$ cat src/rtl/if_pkg.sv
// Shared types and constants for the instruction fetch stage.
package if_pkg;

    typedef struct packed {
        logic [31:0] pc;
        logic [31:0] instr;
        logic        err;
    } fetch_entry_t;

    localparam int unsigned FETCH_FIFO_DEPTH = 2;
    localparam logic [31:0] PC_INC           = 32'd4;

endpackage

$ cat src/rtl/fetch_fifo.sv
// Two-entry FIFO of fetch entries; flush has priority over push.
// When empty, rdata keeps presenting the most recently exposed head entry.
module fetch_fifo
    import if_pkg::*;
(
    input  logic         clk_i,
    input  logic         rst_ni,
    input  logic         push,
    input  logic         pop,
    input  logic         flush,
    input  fetch_entry_t wdata,
    output fetch_entry_t rdata,
    output logic         full,
    output logic         empty
);

    fetch_entry_t mem_q [FETCH_FIFO_DEPTH];
    logic         rd_q, rd_d;
    logic         wr_q, wr_d;
    logic [1:0]   cnt_q, cnt_d;

    assign full  = (cnt_q == 2'(FETCH_FIFO_DEPTH));
    assign empty = (cnt_q == 2'd0);

    // The slot behind rd_q holds the entry last shown at the head.
    assign rdata = empty ? mem_q[~rd_q] : mem_q[rd_q];

    always_comb begin
        rd_d  = rd_q;
        wr_d  = wr_q;
        cnt_d = cnt_q;
        if (flush) begin
            cnt_d = 2'd0;
            // Step both pointers past the current head so it stays visible while empty.
            if (cnt_q != 2'd0) begin
                rd_d = ~rd_q;
                wr_d = ~rd_q;
            end
        end else begin
            if (push) wr_d = ~wr_q;
            if (pop)  rd_d = ~rd_q;
            case ({push, pop})
                2'b10:   cnt_d = cnt_q + 2'd1;
                2'b01:   cnt_d = cnt_q - 2'd1;
                default: cnt_d = cnt_q;
            endcase
        end
    end

    always_ff @(posedge clk_i or negedge rst_ni) begin
        if (!rst_ni) begin
            rd_q  <= 1'b0;
            wr_q  <= 1'b0;
            cnt_q <= 2'd0;
            for (int i = 0; i < FETCH_FIFO_DEPTH; i++) begin
                mem_q[i] <= '0;
            end
        end else begin
            rd_q  <= rd_d;
            wr_q  <= wr_d;
            cnt_q <= cnt_d;
            if (push && !flush) begin
                mem_q[wr_q] <= wdata;
            end
        end
    end

endmodule

$ cat src/rtl/instr_fetch_unit.sv
// IF stage: owns the PC, reads instruction memory and buffers {pc, instr, err} for decode.
// Optional fetch error reporting is enabled by defining FETCH_ERR_CHECK_EN.
module instr_fetch_unit
    import if_pkg::*;
#(
    parameter int unsigned IMEM_W   = 13,
    parameter logic [31:0] RESET_PC = 32'h0
) (
    input  logic              clk_i,
    input  logic              rst_ni,
    output logic [IMEM_W-1:0] imem_addr_o,
    input  logic [31:0]       imem_instr_i,
    input  logic              redirect_valid_i,
    input  logic [31:0]       redirect_pc_i,
    output logic              out_valid_o,
    input  logic              out_ready_i,
    output logic [31:0]       out_pc_o,
    output logic [31:0]       out_instr_o,
    output logic              out_err_o
);

    logic [31:0]  pc_q, pc_d;
    logic         push, pop;
    logic         full, empty;
    logic         fetch_err;
    fetch_entry_t wr_entry, head;

    assign imem_addr_o = pc_q[IMEM_W-1:0];
    assign out_valid_o = !empty;
    assign pop         = out_valid_o && out_ready_i;
    assign push        = !redirect_valid_i && (!full || pop);

    assign wr_entry = '{pc: pc_q, instr: imem_instr_i, err: fetch_err};

    always_comb begin
        pc_d = pc_q;
        if (redirect_valid_i) begin
            pc_d = {redirect_pc_i[31:2], 2'b00};
        end else if (push) begin
            pc_d = pc_q + PC_INC;
        end
    end

    always_ff @(posedge clk_i or negedge rst_ni) begin
        if (!rst_ni) begin
            pc_q <= RESET_PC;
        end else begin
            pc_q <= pc_d;
        end
    end

    fetch_fifo u_fetch_fifo (
        .clk_i  (clk_i),
        .rst_ni (rst_ni),
        .push   (push),
        .pop    (pop),
        .flush  (redirect_valid_i),
        .wdata  (wr_entry),
        .rdata  (head),
        .full   (full),
        .empty  (empty)
    );

    assign out_pc_o    = head.pc;
    assign out_instr_o = head.instr;

`ifdef FETCH_ERR_CHECK_EN
    logic misalign_q, misalign_d;

    // A misaligned redirect is remembered until the first entry fetched from its target.
    always_comb begin
        misalign_d = misalign_q;
        if (redirect_valid_i) begin
            misalign_d = (redirect_pc_i[1:0] != 2'b00);
        end else if (push) begin
            misalign_d = 1'b0;
        end
    end

    always_ff @(posedge clk_i or negedge rst_ni) begin
        if (!rst_ni) begin
            misalign_q <= 1'b0;
        end else begin
            misalign_q <= misalign_d;
        end
    end

    assign fetch_err = misalign_q || (pc_q[31:IMEM_W] != '0);
    assign out_err_o = head.err;
`else
    logic unused_err_bits;

    assign fetch_err       = 1'b0;
    assign out_err_o       = 1'b0;
    assign unused_err_bits = ^{head.err, redirect_pc_i[1:0]};
`endif

endmodule

$ cat config.mk
export PLATFORM = sky130hd
export DESIGN_NAME = instr_fetch_unit
export DESIGN_NICKNAME = d
export VERILOG_FILES = /design/src/rtl/if_pkg.sv /design/src/rtl/fetch_fifo.sv /design/src/rtl/instr_fetch_unit.sv
export SDC_FILE = /design/constraint.sdc
export NUM_CORES = 1
export LEC_CHECK = 0
export BUFFER_PORTS_ARGS = -buffer_cell sky130_fd_sc_hd__buf_4
export CAP_MARGIN = 20
export CORE_AREA = 2 2 119 121
export DETAILED_ROUTE_END_ITERATION = 12
export DIE_AREA = 0 0 121 123
export GPL_TIMING_DRIVEN = 0
export PLACE_DENSITY = 0.84
export REMOVE_ABC_BUFFERS = 1
export SETUP_SLACK_MARGIN = 0.1
export SLEW_MARGIN = 30
export SYNTH_ARGS = -nofsm -noshare
export SYNTH_HDL_FRONTEND = slang
export SYNTH_HIERARCHICAL = 1
export SYNTH_SLANG_ARGS = --single-unit
$ cat constraint.sdc
create_clock -name clk_i -period 3.8 [get_ports clk_i]
set_input_delay 0.38 -clock clk_i [delete_from_list [all_inputs] [get_ports clk_i]]
set_output_delay 0.38 -clock clk_i [all_outputs]
set_load 0.02 [all_outputs]
=== Yosys cells after proc, flatten, opt, wreduce, memory -nomap -nowiden ===
Cells that the tools add are included.

* Output and inout bits: 79
* Bits in registers: 166

* Reduce and logical (&&, ||, !) cells: 15
* Bitwise logic cells: 5
* Equal/unequal tests: 4
* Add/sub/neg operators: 3
* Muxes and demuxes: 19
* Order comparisons: 4

{| class="wikitable"
|+ Operators with widths
! operator !! count
|-
| $mux W65 || 8
|-
| $bwmux W130 || 1
|-
| $demux W65 S1 || 1
|-
| $mux W32 || 2
|-
| $add A32 B3 Y32 const B || 1
|-
| $ge A2 B2 Y1 const B || 3
|-
| $not A1 Y2 || 3
|-
| $reduce_bool A2 Y1 || 3
|-
| $mux W1 || 5
|-
| $eq A2 B2 Y1 const B || 2
|-
| $logic_and A1 B1 Y1 || 4
|-
| $pmux W2 S2 || 1
|-
| $reduce_and A2 Y1 || 2
|-
| $logic_not A1 Y1 || 3
|-
| $reduce_bool A3 Y1 || 1
|-
| $add A2 B1 Y2 const B || 1
|-
| $eq A2 B1 Y1 const B || 1
|-
| $logic_not A2 Y1 || 1
|-
| $lt A2 B1 Y1 const B || 1
|-
| $mux W2 || 1
|-
| $ne A2 B1 Y1 const B || 1
|-
| $not A1 Y1 || 2
|-
| $sub A2 B1 Y2 const B || 1
|-
| $logic_or A1 B1 Y1 || 1
|}

=== Longest topological paths before layout ===
Gate-level depths: netlist of the first run.

* Depth after elaboration: 8
* Mapped depth: 8
* Depth with buffers taken out: 6

=== By module ===
Netlist of the first run, hierarchy kept.

{| class="wikitable"
|+ Modules (own cells, without submodules)
! module !! area an instance (sq um) !! cells each !! instances
|-
| fetch_fifo || 6067.1 || 371 || 1
|-
| instr_fetch_unit || 1901.8 || 222 || 1
|}

=== Least setup slack after synthesis of the first run ===
OpenSTA, ideal clock, no wires.

* Path kind: register to register
* Start: reg u_fetch_fifo.cnt_q[0]
* End: reg u_fetch_fifo/mem_q[66] (netlist bit)
* Cell stages (with the launch flop): 9
* Period minus slack after synthesis: 2.227 ns
* Path slack: 1.573 ns
* Arrival: 2.102 ns
* Cells stage by stage: dfrtp_1 nor2_4 nand2b_1 buf_2 a21oi_1 nor3b_1 buf_2 buf_4 mux2_2

* Cells in the longest elaborated chain, start to end: 6

{| class="wikitable"
|+ Ends and longest elaborated chain
! element !! RTL line !! RTL
|-
| from (decl) || fetch_fifo.sv:20 || <nowiki>logic [1:0] cnt_q, cnt_d;</nowiki>
|-
| from (signal assigned) || fetch_fifo.sv:61 || <nowiki>cnt_q <= cnt_d;</nowiki>
|-
| $logic_not A2 Y1 || fetch_fifo.sv:23 || <nowiki>assign empty = (cnt_q == 2'd0);</nowiki>
|-
| named net empty || instr_fetch_unit.sv:24 || <nowiki>logic full, empty;</nowiki>
|-
| $logic_not A1 Y1 || instr_fetch_unit.sv:29 || <nowiki>assign out_valid_o = !empty;</nowiki>
|-
| $logic_and A1 B1 Y1 || instr_fetch_unit.sv:30 || <nowiki>assign pop = out_valid_o && out_ready_i;</nowiki>
|-
| $logic_or A1 B1 Y1 || instr_fetch_unit.sv:31 || <nowiki>assign push = !redirect_valid_i && (!full || pop);</nowiki>
|-
| $logic_and A1 B1 Y1 || instr_fetch_unit.sv:31 ||
|-
| named net push || instr_fetch_unit.sv:23 || <nowiki>logic push, pop;</nowiki>
|-
| $logic_and A1 B1 Y1 || fetch_fifo.sv:62 || <nowiki>if (push && !flush) begin</nowiki>
|-
| to (signal, indexed assignment) || fetch_fifo.sv:63 || <nowiki>mem_q[wr_q] <= wdata;</nowiki>
|-
| to (decl) || fetch_fifo.sv:17 || <nowiki>fetch_entry_t mem_q [FETCH_FIFO_DEPTH];</nowiki>
|}

The timed path passes the listed nets, and every way through them passes these cells.
A chain may end at the register's enable or synchronous reset.

=== Worst setup path in the final report of the first run ===
* Start: reg u_fetch_fifo.cnt_q[0]
* End: reg u_fetch_fifo/mem_q[98] (netlist bit)

The elaborated chain is that of the path after synthesis.

==> impl_metrics.toml, run 1 <==
[timing]
fin_crit_sh_pct = 83.1
final-setup-viol-count = 0
fmaxAchievable_mhz = 317
worst_slew_pin_slew_ns = 0.803
period_needed_ns = 3.16
maxSlewHeadroom_pct = 46.3
slew_violations = 0
hold_violations = 0
finalClockSkew_ns = 0.00473
rsz0062_at_grt = "no"

[cts]
htree_levels = 4
postCtsSetupBuffers = 0
clkTransAtPathRegs_ns = 0.06
worstSkewPairLatency_ns = 0.42
cts_buffers = 17
cts_tree = "built"
post_cts_resized = 0
cts_num_sinks = 162
clockBufferDepth = 2
root_buffer = "clkbuf_16"
ctsHoldBuffers = 1

[worst_setup_path]
r2r_end = "u_fetch_fifo/mem_q[98]"
critPathMaxFanout = 11
cp_data_required_time_ns = 4.10
critPathKind = "reg2reg"
r2r_slack_ns = 0.64
rr_worst_depth = 8
worstSetupEndpointType = "flop"
start_kind = "flop"
crit_arrival_ns = 3.46
reg2reg_from = "u_fetch_fifo/cnt_q[0]"

[cells_and_area]
design_area_sq_mm = 0.00975
drive_above_1_share_pct = 52.6
stdcell_count = 917
antenna_cells = 0
area_growth_syn_to_layout_pct = 23.7
nNetsFinal = 793

[floorplan]
core.rowCount = 43
dieArea_sq_mm = 0.0149
core_sq_mm = 0.0136
pin_count = 147
die_y_um = 123
start_util_pct = 57.9
die_width_um = 121

[detailed_routing]
postRouteAntennaNets = 0
avgRoutedWirePerCell_um = 18.0
routed_wl_um = 16600
dr.pass1.iters = 4
num_vias = 5235
drt_iter0_markers = 278
viasPerCell = 5.71
drc = 0

[grt]
grt_pass1_vias = 5463
grt_pass1_wl_um = 26800
antenna_found_initial = 0
grt_max_degree = 84
overflow = 0
gr-usage-all-layers_pct = 23.1

[min_path]
min_path_cells = 3
hold_end = "pc_q[2]"
hold_class = "in2reg"
min_from = "redirect_pc_i[2]"

[power_and_ir_drop]
vdd_drop_max_mv = 0.610
p_per_area_mw_per_mm2 = 1040
clockPowerShare_pct = 17.0
swShare_pct = 35.1
p_switching_uw = 3560
power.leakage_uw = 0.00436
seq_power_share_pct = 28.8
internal_power_uw = 6580
power_frac_comb_pct = 54.2

[yosys]
syn_avg_cell_area_sq_um = 13.4
syn-instance-count = 588
synth_area_sq_mm = 0.00789
yosysWarnings = 6

[placement]
io_buffers = 141
place_area_sq_mm = 0.00915
gp_congestion = 0.829
dp_cells = 884
place_hpwl_um = 11700

[run]
maxCapViolations = 0

[status]
outcome = "finished, final reports clean"
[final cells by class]
class	instances	area (sq um)
clock buffers	22	464
clock inverters	10	133
fillers	917	3860
inverters	10	37.5
multi-input cells	371	3480
flip-flops and latches	162	4050
well taps	180	225
repair buffers	162	1360
[layer usage]
layer	routed length (um)	vias up	part of all wire, %	track usage, %
li1	-	2400	-	-
met1	6790	2637	41	28.2
met2	8580	175	52	39.9
met3	892	23	5.4	5.77
met4	288	0	1.7	8.72
met5	0	-	0	0
[worst max-delay path, stage by stage (launching register included)]
cell and delay [ns]:
dfrtp_1 0.46, nor2_4 0.11, nand2b_1 0.35, a21oi_1 0.49, nor3b_2 0.64, buf_4 0.30
buf_6 0.15, buf_4 0.18, mux2_2 0.35
[per-stage QoR]
step	util [%]	total power [uW]	hold WS [ns]	setup TNS [ns]	setup slack, ns
floorplan	-	6510	0.0844	-201.40	-2.80
global placement	64.9	7980	0.483	-564.86	-6.06
detailed placement	67.2	8470	0.403	0	0.652
CTS	71.7	10200	0.152	0	0.677
global route	71.7	10600	0.165	0	0.489
finish	71.7	10100	0.161	0	0.643
[sequential cells by signal (all words and copies together) (netlist names)]
register	count
u_fetch_fifo/rd_q	1
pc_q	30
u_fetch_fifo/mem_q	128
u_fetch_fifo/cnt_q	2
u_fetch_fifo/wr_q	1
[cells in the final DEF, fill, tap and decap left out, types with 4 or more instances in the layout]
cell type / n
nand2_1: 21
o31ai_1: 15
clkinv_2: 4
conb_1: 7
buf_6: 4
nand3_1: 10
o21ai_0: 13
clkbuf_16: 17
inv_1: 9
or4_1: 18
dfrtp_1: 162
mux2_2: 142
buf_8: 4
xor2_1: 4
nand4_1: 7
buf_16: 5
buf_4: 148
xnor2_1: 8
mux2_4: 50
a21oi_1: 4
nor2_1: 20
a31oi_1: 17
[power groups by stage]
stage	clock, uW	sequential, uW	combinational [uW]
finish	1730	2920	5490
global route	1830	3010	5790
CTS	1750	2910	5550
detailed placement	0	2940	5530
global placement	0	2850	5130
floorplan	0	2810	3700
[how the worst max path moves through the flow]
stage | start | endpoint | slack [ns] | cells past startpoint
2_1_floorplan | u_fetch_fifo/cnt_q[0] | u_fetch_fifo/mem_q[100] | -2.80 | 5
3_3_place_gp | u_fetch_fifo/cnt_q[0] | u_fetch_fifo/mem_q[94] | -6.06 | 5
3_5_place_dp | u_fetch_fifo/cnt_q[0] | u_fetch_fifo/mem_q[98] | 0.65 | 8
4_1_cts | u_fetch_fifo/cnt_q[0] | u_fetch_fifo/mem_q[98] | 0.68 | 8
5_1_grt | u_fetch_fifo/cnt_q[0] | u_fetch_fifo/mem_q[93] | 0.49 | 8
6_report | u_fetch_fifo/cnt_q[0] | u_fetch_fifo/mem_q[98] | 0.64 | 8
Power figures use the tool's default switching activity.
==> run 2: changes to the inputs <==
- CORE_AREA: 2 2 119 121 -> 2 2 123 125
- DIE_AREA: 0 0 121 123 -> 0 0 125 127
- PLACE_DENSITY: 0.84 -> 0.79
- clock period: 3.8 -> 3 ns (I/O delays scaled with it)
==> impl_metrics.toml, run 2 (same netlist as run 1, synthesis figures left out) <==
[power_and_ir_drop]
p_per_area_mw_per_mm2 = 1310
power.leakage_uw = 0.00439
vdd_drop_max_mv = 0.593

[detailed_routing]
routed_wl_um = 16000
num_vias = 5164
avgRoutedWirePerCell_um = 17.4
drc = 0
postRouteAntennaNets = 0
viasPerCell = 5.59
drt_iter0_markers = 261
dr.pass1.iters = 6

[cells_and_area]
antenna_cells = 0
largest_reg_flops = 128
area_growth_syn_to_layout_pct = 24.6
largest_registers = "u_fetch_fifo/mem_q x128, pc_q x30, u_fetch_fifo/cnt_q x2"
drive_above_1_share_pct = 53.4
top_register = "u_fetch_fifo/mem_q"
mostFrequentLayoutCell = "dfrtp_1"
nNetsFinal = 796
final_cell_mix = "dfrtp_1, buf_4, mux2_2"
fin_util_pct = 68.1

[cts]
clkTransAtPathRegs_ns = 0.06
cts_num_sinks = 162
clockBufferDepth = 2
worstSkewPairLatency_ns = 0.42
htree_levels = 4
cts_buffers = 17
root_buffer = "clkbuf_16"
cts_tree = "built"

[worst_setup_path]
cp_data_required_time_ns = 3.29
r2r_slack_ns = 0.24
reg2reg_from = "u_fetch_fifo/cnt_q[0]"
start_kind = "flop"
critPathMaxFanout = 11
cp.depth = 10
critPathMaxStageDelay_ns = 0.43
rr_worst_depth = 10
critPathTopFamily = "buffers and inverters"
crit_arrival_ns = 3.06
critPathKind = "reg2reg"
crit_buf_inv = 5
worstSetupEndpointType = "flop"
crit_top_cell = "buf_4"
crit_path_end = "u_fetch_fifo/mem_q[66]"
worstPathCellList = "nor2_4 -> nand2b_2 -> a21oi_4 -> nor3b_4 -> buf_4 -> buf_4 -> buf_4 -> buf_4 -> buf_4 -> mux2_2"
r2r_end = "u_fetch_fifo/mem_q[66]"
cp_slowest_cell = "dfrtp_2"
cp-startpoint = "u_fetch_fifo/cnt_q[0]"

[floorplan]
dieArea_sq_mm = 0.0159
start_util_pct = 54.7
die_width_um = 125
die_y_um = 127
pin_count = 147
core_sq_mm = 0.0144
core.rowCount = 44

[timing]
final-setup-viol-count = 0
setup_ws_ns = 0.236
finalClockSkew_ns = 0.00859
worst_slew_pin_slew_ns = 0.648
slew_violations = 0
fmaxAchievable_mhz = 362
maxSlewHeadroom_pct = 56.8
period_needed_ns = 2.76
fin_crit_sh_pct = 92.1
hold_violations = 0
rsz0062_at_grt = "no"
fin_hold_ws_ns = 0.0865

[grt]
grt_pass1_wl_um = 26700
antenna_found_initial = 0
overflow = 0
gr-usage-all-layers_pct = 20.9
grt_max_degree = 90
grt_pass1_vias = 5301

[run]
maxCapViolations = 0

[placement]
gp_congestion = 0.776
place_hpwl_um = 11400
pre_cts_ws_ns = -0.254
io_buffers = 141

[min_path]
hold_class = "in2reg"
min_path_cells = 3

[status]
outcome = "finished, final reports clean"
run 2: cell count changes in the layout (fill, tap and decap cells not counted), moves of 2 or more:
| cell | before | now |
|---|---|---|
| clkinv_2 | 4 | 1 |
| buf_8 | 4 | 6 |
| buf_16 | 5 | 3 |
| clkbuf_8 | 2 | 4 |
| buf_4 | 148 | 151 |
run 2: repair_timing:
action / CTS / global route
buffers inserted: 1 / 0
gates resized for setup: 4 / 2
hold buffers: 1 / 0
endpoints found under the hold margin: 88 / 0
setup endpoints to repair: 42 / 27
run 2: worst reg2reg max path: stages (launching register included):
cell	delay, ns
dfrtp_2	0.43
nor2_4	0.10
nand2b_2	0.31
a21oi_4	0.29
nor3b_4	0.24
buf_4	0.19
buf_4	0.15
buf_4	0.18
buf_4	0.20
buf_4	0.20
mux2_2	0.35
run 2: area by class of cell:
cell class                 count  area, sq um
tap                          184          230
multi-input combinational    371         3500
fill                        1042         4600
timing repair buffer         165         1360
inverter                      10         37.5
clock inverter                 8          149
clock buffer                  24          492
sequential                   162         4060
run 2: metal layers:
layer	vias up	routed length, um	global-route usage [%]
li1	2412	-	-
met1	2573	7060	28.0
met2	158	8030	34.8
met3	21	715	4.10
met4	0	234	6.60
met5	-	0	0
run 2: power by group:
part	internal [uW]	total (uW)	switching, uW
Combinational	3790	6880	3090
Sequential	3130	3690	563
Clock	1480	2310	823
Total	8400	12900	4470
run 2: worst min-delay path by stage:
stage | start | to
after floorplan | rst_ni | pc_q[10]
after global placement | u_fetch_fifo/mem_q[74] | u_fetch_fifo/mem_q[74]
after detailed placement | rst_ni | u_fetch_fifo/mem_q[4]
after CTS | redirect_pc_i[11] | pc_q[11]
after global routing | redirect_pc_i[6] | pc_q[6]
final | redirect_pc_i[11] | pc_q[11]
run 2: stage by stage:
step	cells	cell area, sq um	power, uW	TNS [ns]
final	924	9820	12900	0
after global routing	924	9820	13500	0
after CTS	924	9820	13000	0
after detailed placement	890	9140	10600	-2.27
after global placement	868	8840	9450	-730.84
after floorplan	543	7550	8250	-334.61
==> run 3: changes to the inputs <==
- GPL_TIMING_DRIVEN: 0 -> 1
- PLACE_DENSITY: 0.79 -> 0.78
==> impl_metrics.toml, run 3 (same netlist as run 1, synthesis figures left out) <==
[worst_setup_path]
critPathMaxStageDelay_ns = 0.46
cp_slowest_cell = "dfrtp_1"
critPathMaxFanout = 54
cp_data_required_time_ns = 3.30
r2r_slack_ns = 0.39
critPathKind = "reg2reg"
rr_worst_depth = 6
crit_buf_inv = 1
start_kind = "flop"
worstPathCellList = "nor2_4 -> nand2b_1 -> a21oi_1 -> nor3b_2 -> buf_12 -> mux2_2"
worstSetupEndpointType = "flop"
r2r_end = "u_fetch_fifo/mem_q[78]"
critPathTopFamily = "simple AND/OR/NAND/NOR gates"
reg2reg_from = "u_fetch_fifo/cnt_q[0]"
crit_arrival_ns = 2.91

[grt]
gr-usage-met3_pct = 4.48
antenna_found_initial = 0
grtUsageMet1_pct = 27.2
grt_pass1_vias = 5407
overflow = 0
grt_pass1_wl_um = 27000
gr-max-usage-layer = "met2"
grtUsageMet2_pct = 35.6
grt_max_degree = 107
gr-usage-all-layers_pct = 21.2

[min_path]
min_from = "redirect_pc_i[4]"
hold_class = "in2reg"
min_path_cells = 3
hold_end = "pc_q[4]"

[cts]
worstSkewPairLatency_ns = 0.42
clockBufferDepth = 2
cts_buffers = 17
post_cts_resized = 0
root_buffer = "clkbuf_16"
cts_num_sinks = 162
cts_tree = "built"
htree_levels = 4
clkTransAtPathRegs_ns = 0.06

[cells_and_area]
largest_registers = "u_fetch_fifo/mem_q x128, pc_q x30, u_fetch_fifo/cnt_q x2"
area_growth_syn_to_layout_pct = 21.9
antenna_cells = 0
drive_above_1_share_pct = 51.9
fill_cells = 1074
mostFrequentLayoutCell = "dfrtp_1"
multi_input_area_sq_mm = 0.00348
largest_reg_flops = 128
top_register = "u_fetch_fifo/mem_q"
nNetsFinal = 786
ff_latch_area_sq_mm = 0.00405
final_cell_mix = "dfrtp_1, buf_4, mux2_2"

[timing]
finalClockSkew_ns = 0.00528
period_needed_ns = 2.61
final-setup-viol-count = 0
worst_slew_pin_slew_ns = 0.735
rsz0062_at_grt = "no"
fin_hold_ws_ns = 0.0954
hold_violations = 0
fin_crit_sh_pct = 86.9
fmaxAchievable_mhz = 384
slew_violations = 0
maxSlewHeadroom_pct = 50.9
setup_ws_ns = 0.393

[floorplan]
core_sq_mm = 0.0144
die_y_um = 127
pin_count = 147
die_width_um = 125
dieArea_sq_mm = 0.0159
start_util_pct = 54.7
core.rowCount = 44

[detailed_routing]
num_vias = 5201
routed_wl_um = 16400
drt_iter0_markers = 392
dr.pass1.iters = 4
postRouteAntennaNets = 0
drc = 0
viasPerCell = 5.70
avgRoutedWirePerCell_um = 18.0

[placement]
pre_cts_ws_ns = 0.443
place_hpwl_um = 10800
gp_congestion = 0.784
io_buffers = 141

[power_and_ir_drop]
vdd_drop_max_mv = 0.644
power.leakage_uw = 0.00429
p_per_area_mw_per_mm2 = 1300

[status]
outcome = "finished, final reports clean"

[run]
maxCapViolations = 0
==> run 3: area by class of cell <==
type	count	area share, %
Tap cell	184	2.40
Sequential cell	162	42.2
Multi-Input combinational cell	371	36.2
Inverter	10	0.391
Timing Repair Buffer	155	12.8
Clock buffer	25	5.26
Clock inverter	5	0.781
==> run 3: layer usage <==
metal	vias to the layer above	share of wire, %
met5	-	0
met4	0	1.6
met3	21	4.7
met2	157	50
met1	2635	44
li1	2388	-
==> run 3: how the worst max path moves through the flow <==
stage	cells past startpoint	from	slack [ns]	end
2_1_floorplan	5	u_fetch_fifo/cnt_q[0]	-3.60	u_fetch_fifo/mem_q[100]
3_3_place_gp	6	u_fetch_fifo/cnt_q[0]	0.54	u_fetch_fifo/mem_q[84]
3_5_place_dp	6	u_fetch_fifo/cnt_q[0]	0.44	u_fetch_fifo/mem_q[79]
4_1_cts	6	u_fetch_fifo/cnt_q[0]	0.43	u_fetch_fifo/mem_q[79]
5_1_grt	6	u_fetch_fifo/cnt_q[0]	0.26	u_fetch_fifo/mem_q[79]
6_report	6	u_fetch_fifo/cnt_q[0]	0.39	u_fetch_fifo/mem_q[78]
==> run 3: report_power, final <==
group	total, uW	leakage (uW)	switching (uW)	internal, uW
clock	2130	0.000289	811	1320
combinational	6720	0.00210	3040	3680
sequential	3680	0.00190	554	3130
==> run 3: what timing repair did <==
action / CTS / global route
buffers inserted: 3 / 0
hold endpoints to repair: 56 / 0
endpoints found under the setup margin: 9 / 0
hold buffers: 1 / 0
==> run 3: worst reg2reg max path, stage by stage (launching register included) <==
cell and delay [ns]:
dfrtp_1 0.46, nor2_4 0.12, nand2b_1 0.32, a21oi_1 0.47
nor3b_2 0.37, buf_12 0.34, mux2_2 0.42
==> run 3: through the flow <==
| step | instance area [sq um] | TNS, ns | total power, uW | util, % | std cells |
|---|---|---|---|---|---|
| after CTS | 9610 | 0 | 12700 | 66.6 | 912 |
| after global routing | 9610 | 0 | 13200 | 66.6 | 912 |
| after global placement | 8980 | 0 | 10200 | 62.3 | 878 |
| after floorplan | 7550 | -334.61 | 8250 | - | 543 |
| final | 9610 | 0 | 12500 | 66.6 | 912 |
| after detailed placement | 8980 | 0 | 10400 | 62.3 | 878 |
